`config.mk`:
```
export PLATFORM = sky130hd
export DESIGN_NAME = ir_decode_flat
export DESIGN_NICKNAME = d
export VERILOG_FILES = /design/src/rtl/lime_pkg.sv /design/src/rtl/ir_decode_if.sv /design/src/rtl/ir_decode_imm_gen.sv /design/src/rtl/ir_decode.sv /design/src/flat_wrapper.sv
export SDC_FILE = /design/constraint.sdc
export NUM_CORES = 1
export LEC_CHECK = 0
export ABC_CLOCK_PERIOD_IN_PS = 2700
export BUFFER_PORTS_ARGS = -buffer_cell sky130_fd_sc_hd__buf_2
export CORE_MARGIN = 2
export CORE_UTILIZATION = 49
export DETAILED_ROUTE_END_ITERATION = 7
export PLACE_DENSITY = 0.84
export SYNTH_ARGS = -nofsm -noshare
export SYNTH_HDL_FRONTEND = slang
export SYNTH_SLANG_ARGS = --single-unit
```
`constraint.sdc`:
```
create_clock -name CLK -period 2.7 [get_ports CLK]
set_input_delay 0.81 -clock CLK [delete_from_list [all_inputs] [get_ports CLK]]
set_output_delay 0.81 -clock CLK [all_outputs]
set_load 0.01 [all_outputs]
```
`src/rtl/lime_pkg.sv`:
```
// lime_pkg: shared widths, opcode constants and instruction field positions for the 16-bit core.
package lime_pkg;
    localparam int XLEN    = 16;
    localparam int RADDR_W = 3;
    localparam logic [XLEN-1:0] RESET_INSTR = 16'h0003;
    localparam logic [2:0] OP_3R  = 3'b000;
    localparam logic [2:0] OP_2RI = 3'b001;
    localparam logic [2:0] OP_RI  = 3'b010;
    localparam logic [2:0] OP_L   = 3'b011;
    localparam logic [2:0] OP_UJ  = 3'b100;
    localparam int OPC_LSB   = 0;
    localparam int FUNCT_LSB = 3;
    localparam int RD_LSB    = 7;
    localparam int RS1_LSB   = 10;
    localparam int RS2_LSB   = 13;
    localparam int CW_W      = 7;
    // Every opcode above OP_UJ is unassigned.
    function automatic logic is_illegal(input logic [2:0] op);
        return op > OP_UJ;
    endfunction
endpackage

```
`src/rtl/ir_decode_if.sv`:
```
// ir_decode_if: memory-side inputs and decoded outputs of ir_decode; instr_count exists only with IR_DECODE_PERF_EN.
interface ir_decode_if;
    import lime_pkg::*;
    logic                IRWrite;
    logic                MemR;
    logic [XLEN-1:0]     mem_rdata;
    logic [CW_W-1:0]     control_word;
    logic [RADDR_W-1:0]  rd_addr;
    logic [RADDR_W-1:0]  rs1_addr;
    logic [RADDR_W-1:0]  rs2_addr;
    logic [XLEN-1:0]     imm_ext;
    logic [XLEN-1:0]     mdr;
    logic                ir_valid;
    logic                illegal_op;
`ifdef IR_DECODE_PERF_EN
    logic [15:0]         instr_count;
    modport master (output IRWrite, MemR, mem_rdata,
                    input control_word, rd_addr, rs1_addr, rs2_addr, imm_ext, mdr, ir_valid, illegal_op, instr_count);
    modport slave  (input IRWrite, MemR, mem_rdata,
                    output control_word, rd_addr, rs1_addr, rs2_addr, imm_ext, mdr, ir_valid, illegal_op, instr_count);
`else
    modport master (output IRWrite, MemR, mem_rdata,
                    input control_word, rd_addr, rs1_addr, rs2_addr, imm_ext, mdr, ir_valid, illegal_op);
    modport slave  (input IRWrite, MemR, mem_rdata,
                    output control_word, rd_addr, rs1_addr, rs2_addr, imm_ext, mdr, ir_valid, illegal_op);
`endif
endinterface

```
`src/rtl/ir_decode_imm_gen.sv`:
```
// imm_gen: combinational sign-extended immediate from opcode and IR[15:7].
module imm_gen
    import lime_pkg::*;
(
    input  logic [2:0]      opcode_i,
    input  logic [8:0]      field_i,
    output logic [XLEN-1:0] imm_o
);
    // field_i[8] is IR[15], the MSB of every immediate format.
    always_comb begin
        imm_o = (opcode_i == OP_2RI) ? {{13{field_i[8]}}, field_i[8:6]} :
                (opcode_i == OP_RI || opcode_i == OP_L) ? {{10{field_i[8]}}, field_i[8:3]} :
                (opcode_i == OP_UJ) ? {{7{field_i[8]}}, field_i} : '0;
    end
endmodule

```
`src/rtl/ir_decode.sv`:
```
// ir_decode: instruction and memory data registers with field/immediate decode.
// Defining IR_DECODE_PERF_EN adds a wrapping 16-bit instr_count of IRWrite edges.
module ir_decode
    import lime_pkg::*;
(
    input  logic CLK,
    input  logic Reset,
    ir_decode_if.slave bus
);
    logic [XLEN-1:0] ir_q, ir_d, mdr_q, mdr_d;
    logic            valid_q, valid_d, illegal_q, illegal_d;
`ifdef IR_DECODE_PERF_EN
    logic [15:0]     count_q, count_d;
`endif
    always_comb begin
        ir_d      = bus.IRWrite ? bus.mem_rdata : ir_q;
        mdr_d     = bus.MemR ? bus.mem_rdata : mdr_q;
        valid_d   = valid_q | bus.IRWrite;
        illegal_d = illegal_q | (bus.IRWrite & is_illegal(bus.mem_rdata[2:0]));
`ifdef IR_DECODE_PERF_EN
        count_d   = bus.IRWrite ? count_q + 16'd1 : count_q;
`endif
    end
    always_ff @(posedge CLK or posedge Reset) begin
        if (Reset) begin
            ir_q      <= RESET_INSTR;
            mdr_q     <= '0;
            valid_q   <= 1'b0;
            illegal_q <= 1'b0;
`ifdef IR_DECODE_PERF_EN
            count_q   <= '0;
`endif
        end else begin
            ir_q      <= ir_d;
            mdr_q     <= mdr_d;
            valid_q   <= valid_d;
            illegal_q <= illegal_d;
`ifdef IR_DECODE_PERF_EN
            count_q   <= count_d;
`endif
        end
    end
    assign bus.control_word = ir_q[FUNCT_LSB+3:OPC_LSB];
    assign bus.rd_addr      = ir_q[RD_LSB +: RADDR_W];
    assign bus.rs1_addr     = ir_q[RS1_LSB +: RADDR_W];
    assign bus.rs2_addr     = ir_q[RS2_LSB +: RADDR_W];
    assign bus.mdr          = mdr_q;
    assign bus.ir_valid     = valid_q;
    assign bus.illegal_op   = illegal_q;
`ifdef IR_DECODE_PERF_EN
    assign bus.instr_count  = count_q;
`endif
    imm_gen u_imm_gen (
        .opcode_i (ir_q[2:0]),
        .field_i  (ir_q[15:7]),
        .imm_o    (bus.imm_ext)
    );
endmodule

```
`src/flat_wrapper.sv`:
```
// flat-port wrapper written by rule: the top's interface ports become plain ports
module ir_decode_flat import lime_pkg::*;
  (CLK, Reset, bus_IRWrite, bus_MemR, bus_mem_rdata, bus_control_word, bus_rd_addr, bus_rs1_addr, bus_rs2_addr, bus_imm_ext, bus_mdr, bus_ir_valid, bus_illegal_op);
  ir_decode_if bus_i ();
  input  logic CLK;
  input  logic Reset;
  input wire logic [$bits(bus_i.IRWrite)-1:0] bus_IRWrite;
  input wire logic [$bits(bus_i.MemR)-1:0] bus_MemR;
  input wire logic [$bits(bus_i.mem_rdata)-1:0] bus_mem_rdata;
  output wire logic [$bits(bus_i.control_word)-1:0] bus_control_word;
  output wire logic [$bits(bus_i.rd_addr)-1:0] bus_rd_addr;
  output wire logic [$bits(bus_i.rs1_addr)-1:0] bus_rs1_addr;
  output wire logic [$bits(bus_i.rs2_addr)-1:0] bus_rs2_addr;
  output wire logic [$bits(bus_i.imm_ext)-1:0] bus_imm_ext;
  output wire logic [$bits(bus_i.mdr)-1:0] bus_mdr;
  output wire logic [$bits(bus_i.ir_valid)-1:0] bus_ir_valid;
  output wire logic [$bits(bus_i.illegal_op)-1:0] bus_illegal_op;
  assign bus_i.IRWrite = bus_IRWrite;
  assign bus_i.MemR = bus_MemR;
  assign bus_i.mem_rdata = bus_mem_rdata;
  assign bus_control_word = bus_i.control_word;
  assign bus_rd_addr = bus_i.rd_addr;
  assign bus_rs1_addr = bus_i.rs1_addr;
  assign bus_rs2_addr = bus_i.rs2_addr;
  assign bus_imm_ext = bus_i.imm_ext;
  assign bus_mdr = bus_i.mdr;
  assign bus_ir_valid = bus_i.ir_valid;
  assign bus_illegal_op = bus_i.illegal_op;
  ir_decode u_core (.CLK(CLK), .Reset(Reset), .bus(bus_i));
endmodule
```
# [Word-level counts from Yosys, hierarchy flattened]
# Index checks and enable logic that the tools add are counted.
# W data, S select, Z words.
[word_totals] register_bits=34 latchBits=0 ramBits=0 rom_bits=0 input_bits=20 out_inout_bits=50 word_cells=16 memories=0
[op_classes] addsub=0 n_mul=0 div=0 magnitude_cmp=1 eq_ne=4 n_shift=0 mux=3 n_bitwise=3 reduce_logical=1
[op_table] op="$mux W16" n=3
[op_table] op="$eq A3 B2 Y1 const B" n=2
[op_table] op="$eq A3 B1 Y1 const B" n=1
[op_table] op="$eq A3 B3 Y1 const B" n=1
[op_table] op="$gt A3 B3 Y1 const B" n=1
[op_table] op="$or A1 B1 Y1" n=2
[op_table] op="$and A1 B1 Y1" n=1
[op_table] op="$logic_or A1 B1 Y1" n=1

# [Longest topological paths before layout]
[depth] word_depth=4 mapped_depth=4 ltp_nobuf=2

# [Cells and area by module]
# From an unflattened synthesis, not the netlist that was laid out.
[unflattened] hier_cells=100 area_unflattened_um2=1581.5
[modules_own_cells] module="ir_decode" n_inst=1 cells_each=76 area_per_inst_um2=1362.6 seq_area_each_um2=853.3
[modules_own_cells] module="imm_gen" n_inst=1 cells_each=24 area_per_inst_um2=219.0 seq_area_each_um2=0.0

# [Worst setup path after synthesis]
# No wires, ideal clock.
[synth_path] kind="reg-to-output" start="register u_core.ir_q[2]" end="output port bus_imm_ext[10]" t_arrival_ns=1.232 required_ns=1.890 path_slack_ns=0.658 stages_incl_launch_ff=5 path_buffers=2 cell_sequence="dfrtp_1 > buf_2 > o21ba_1 > o21a_1 > buf_4"
[synth_via] elab_chain_cells=4 word_cells_on_any_way=8 classes_between="eq/ne: 4; mux: 3; reduce/logical: 1"
[synth_rtl] item="from (decl)" line_no="ir_decode.sv:10" rtl="logic [XLEN-1:0] ir_q, ir_d, mdr_q, mdr_d;"
[synth_rtl] item="from (signal assigned)" line_no="ir_decode.sv:34" rtl="ir_q <= ir_d;"
[synth_rtl] item="$eq A3 B3 Y1 or $eq A3 B2 Y1 (tied branches)" line_no="ir_decode_imm_gen.sv:13, ir_decode_imm_gen.sv:12"
[synth_rtl] item="$mux W16 or $logic_or A1 B1 Y1 (tied branches)" line_no="ir_decode_imm_gen.sv:13, ir_decode_imm_gen.sv:12"
[synth_rtl] item="$mux W16" line_no="ir_decode_imm_gen.sv:12" rtl="(opcode_i == OP_RI || opcode_i == OP_L) ? {{10{field_i[8]}}, field_i[8:3]} :"
[synth_rtl] item="$mux W16 (*)" line_no="ir_decode_imm_gen.sv:11" rtl="imm_o = (opcode_i == OP_2RI) ? {{13{field_i[8]}}, field_i[8:6]} :"
[synth_rtl] item="to (decl)" line_no="flat_wrapper.sv:14" rtl="output wire logic [$bits(bus_i.imm_ext)-1:0] bus_imm_ext;"
# Every way passes the cells marked *; elsewhere a longest branch is shown, timed or not.

# [Worst setup path after layout]
[layout_path] start="register u_core.ir_q[2]" end="output port bus_imm_ext[12]"
# The elaborated chain is that of the path after synthesis.

==> impl_results.md <==
- Status: completed
- Worst-margin pin slew: ~0.41 ns
- Post-DRT Antenna Nets: 0
- Drt wl/cell: between 10 and 15 µm
- Routability Congestion: around 0.77
- Clock Skew: 0 ns
- Pins Over Slew Limit: 0
- Clock transition at path regs: around 0.1 ns
- Post CTS Setup Buffer Count: 0
- Synth Net Count: about 140
- # rows: 20
- Fin Setup TNS: 0 ns
- Via density: ~5
- Post-synthesis area per instance: ~13 µm²
- VDD IR max: between 400 and 500 µV
- I/O Pins: 70
- Post-synthesis cell count: ~120
- CP max FO: 16
- PortBufs: slightly below 70
- CTS Hold Buffers Added: 0
- Synthesis Warnings: 0
- Final setup fails: 0
- Die Y: ~60 µm
- # DRC: 0
- Clock tree sinks: 34
- Met3 wire length: between 150 and 200 µm
- Area Growth Syn to Fin: 25.3%
- Met2 wire len: 1710 µm
- H-Tree Depth: 2
- Synthesized area: between 1500 and 2000 µm²
- WP data required: about 1.9 ns
- RSZ-0062 raised after global routing: false
- CTS Root Cell: clkbuf_4
- Final setup margin: 0.248 ns
- Routed WL: 3190 µm
- Dpl ws: 0.603 ns
- Initial DRC count: 55
- Worst-case reg-to-reg path depth: 1
- First-pass GRT wire length: roughly 5200 µm
- Critical Path, Cell by Cell: nor3b_2, o21a_1, buf_2
- DRT Pass-1 Iters: 4
- Final Hold Viols: 0
- Reg2reg setup slack: approximately 1.8 ns
- Crit start category: flop
- Peak Freq: 408 MHz
- Layout cells sized above 1: between 60 and 70%
- Leakage Power: between 0.9 and 1 nW
- Clock buffer depth: 2
- Pwr Density: just over 600 nW/µm²
- Initial Utilization: between 50% and 60%
- Slowest CP cell: dfrtp_1
- Minimum clock period: between 2 and 2.5 ns
- DP HPWL: between 2000 and 2500 µm
- Vias in the first global route: 1154
- WP data arrival: 1.64 ns
- Via count: ~1100
- Die span in x: between 50 and 60 µm
- GRT Total Usage: about a fifth
- PostCTS Resize Cnt: 0
- Diodes inserted: 0
- Die area: 3600 µm²
- Uppermost layer routed: met4
- Most common cell after layout, fill and taps aside: buf_2
- Post-synthesis cell type count: 22
- Largest net degree at the start of global routing: 35
- Sequential fraction of the synthesis area: around 56%
- Worst hold path type: flop to flop
- Worst Setup End Kind: output pin
- Initial antenna violation count: 0
- Core ar.: between 3000 and 4000 µm²
- Worst-Skew Late Latency: around 0.32 ns
- FF+latch count, synth: 34
- Hold depth: 1
- Tcrit/Tclk final: between 90% and 100%
- CTS Buf Count: 5
- DRT met1 WL: 1200 µm
- Final net count: 200
- CP peak stage delay: 0.55 ns
- CTS tree: done
- Grt ovf: 0
- Crit path kind: flop to output pin
- Commonest cells after routing, fill and taps aside: buf_2 (69), dfrtp_1 (32), mux2_2 (28)
- Final Util: between 60% and 70%
- Slew headroom: 72.7%
- Max-cap violation count: 0
path summary, 6_finish.rpt:
path | start | endpoint
max reg2reg | u_core.ir_q[1] | u_core.ir_q[1]
min reg2reg | u_core.bus.ir_valid | u_core.bus.ir_valid
min in group asynchronous | Reset | u_core.bus.mdr[12]
max in group asynchronous | Reset | u_core.ir_q[0]
min | u_core.bus.ir_valid | u_core.bus.ir_valid
max | u_core.ir_q[2] | bus_imm_ext[12]
per-layer routing:
| metal | vias up | global-route usage, % |
|---|---|---|
| met5 | - | 0 |
| met4 | 0 | 12.4 |
| met3 | 11 | 4.98 |
| met2 | 48 | 35.4 |
| met1 | 561 | 21.2 |
| li1 | 529 | - |
critical path, delay by kind of cell, from the launching register on:
family	cells	cell delay (ns)
DFF	1	0.55
AOI/OAI and AO/OA	1	0.27
and+or+nand+nor	1	0.32
buffers and inverters	1	0.17
report_power, final:
group / total (W) / switching [W] / internal [W]
clock network: 0.000335 / 0.000158 / 0.000178
logic: 0.000249 / 0.000126 / 0.000123
registers: 0.000603 / 0.0000441 / 0.000559
total: 0.00119 / 0.000328 / 0.000859
sequential cells by signal (all words and copies together), names as in the netlist:
name / count
u_core.bus.ir_valid: 1
u_core.bus.mdr: 16
u_core.ir_q: 16
u_core.bus.illegal_op: 1
cells by family after synthesis:
logic type	synth area share, %
AO/OA/AOI/OAI	7.33
buffers and inverters	7.57
AND/OR/NAND/NOR	9.04
multiplexers	20.5
flip-flops	55.5
final cells by class:
type	instances	area (µm²)
Sequential cell	34	853
Inverter	5	18.8
Multi-Input combinational cell	64	567
Tap cell	44	55.1
Timing Repair Buffer	70	353
Fill cell	254	1100
Clock buffer	8	78.8
metrics by stage:
stage / cell area (µm²) / instances / power [W] / hold WS (ns)
floorplan: 1540 / 116 / 0.000768 / 0.509
global placement: 1850 / 217 / 0.000851 / 0.449
detailed placement: 1850 / 217 / 0.000865 / 0.448
CTS: 1930 / 225 / 0.00120 / 0.474
global route: 1930 / 225 / 0.00126 / 0.483
finish: 1930 / 225 / 0.00119 / 0.474
cells in the mapped netlist, drive strengths merged:
cell / number / area, µm²
dfrtp: 32 / 801
mux2: 28 / 315
buf: 13 / 97.6
nand2: 6 / 22.5
inv: 5 / 18.8
nand3b: 5 / 37.5
o21ai: 4 / 20.0
nand4bb: 3 / 33.8
o2bb2ai: 3 / 26.3
o311ai: 3 / 26.3
dfstp: 2 / 52.6
nand2b: 2 / 12.5
nor2: 2 / 7.51
o211ai: 2 / 15.0
or2: 2 / 12.5
nor3b: 1 / 12.5
o21a: 1 / 7.51
o21ba: 1 / 10.0
o21bai: 1 / 7.51
(Power assumes the default switching activity.)
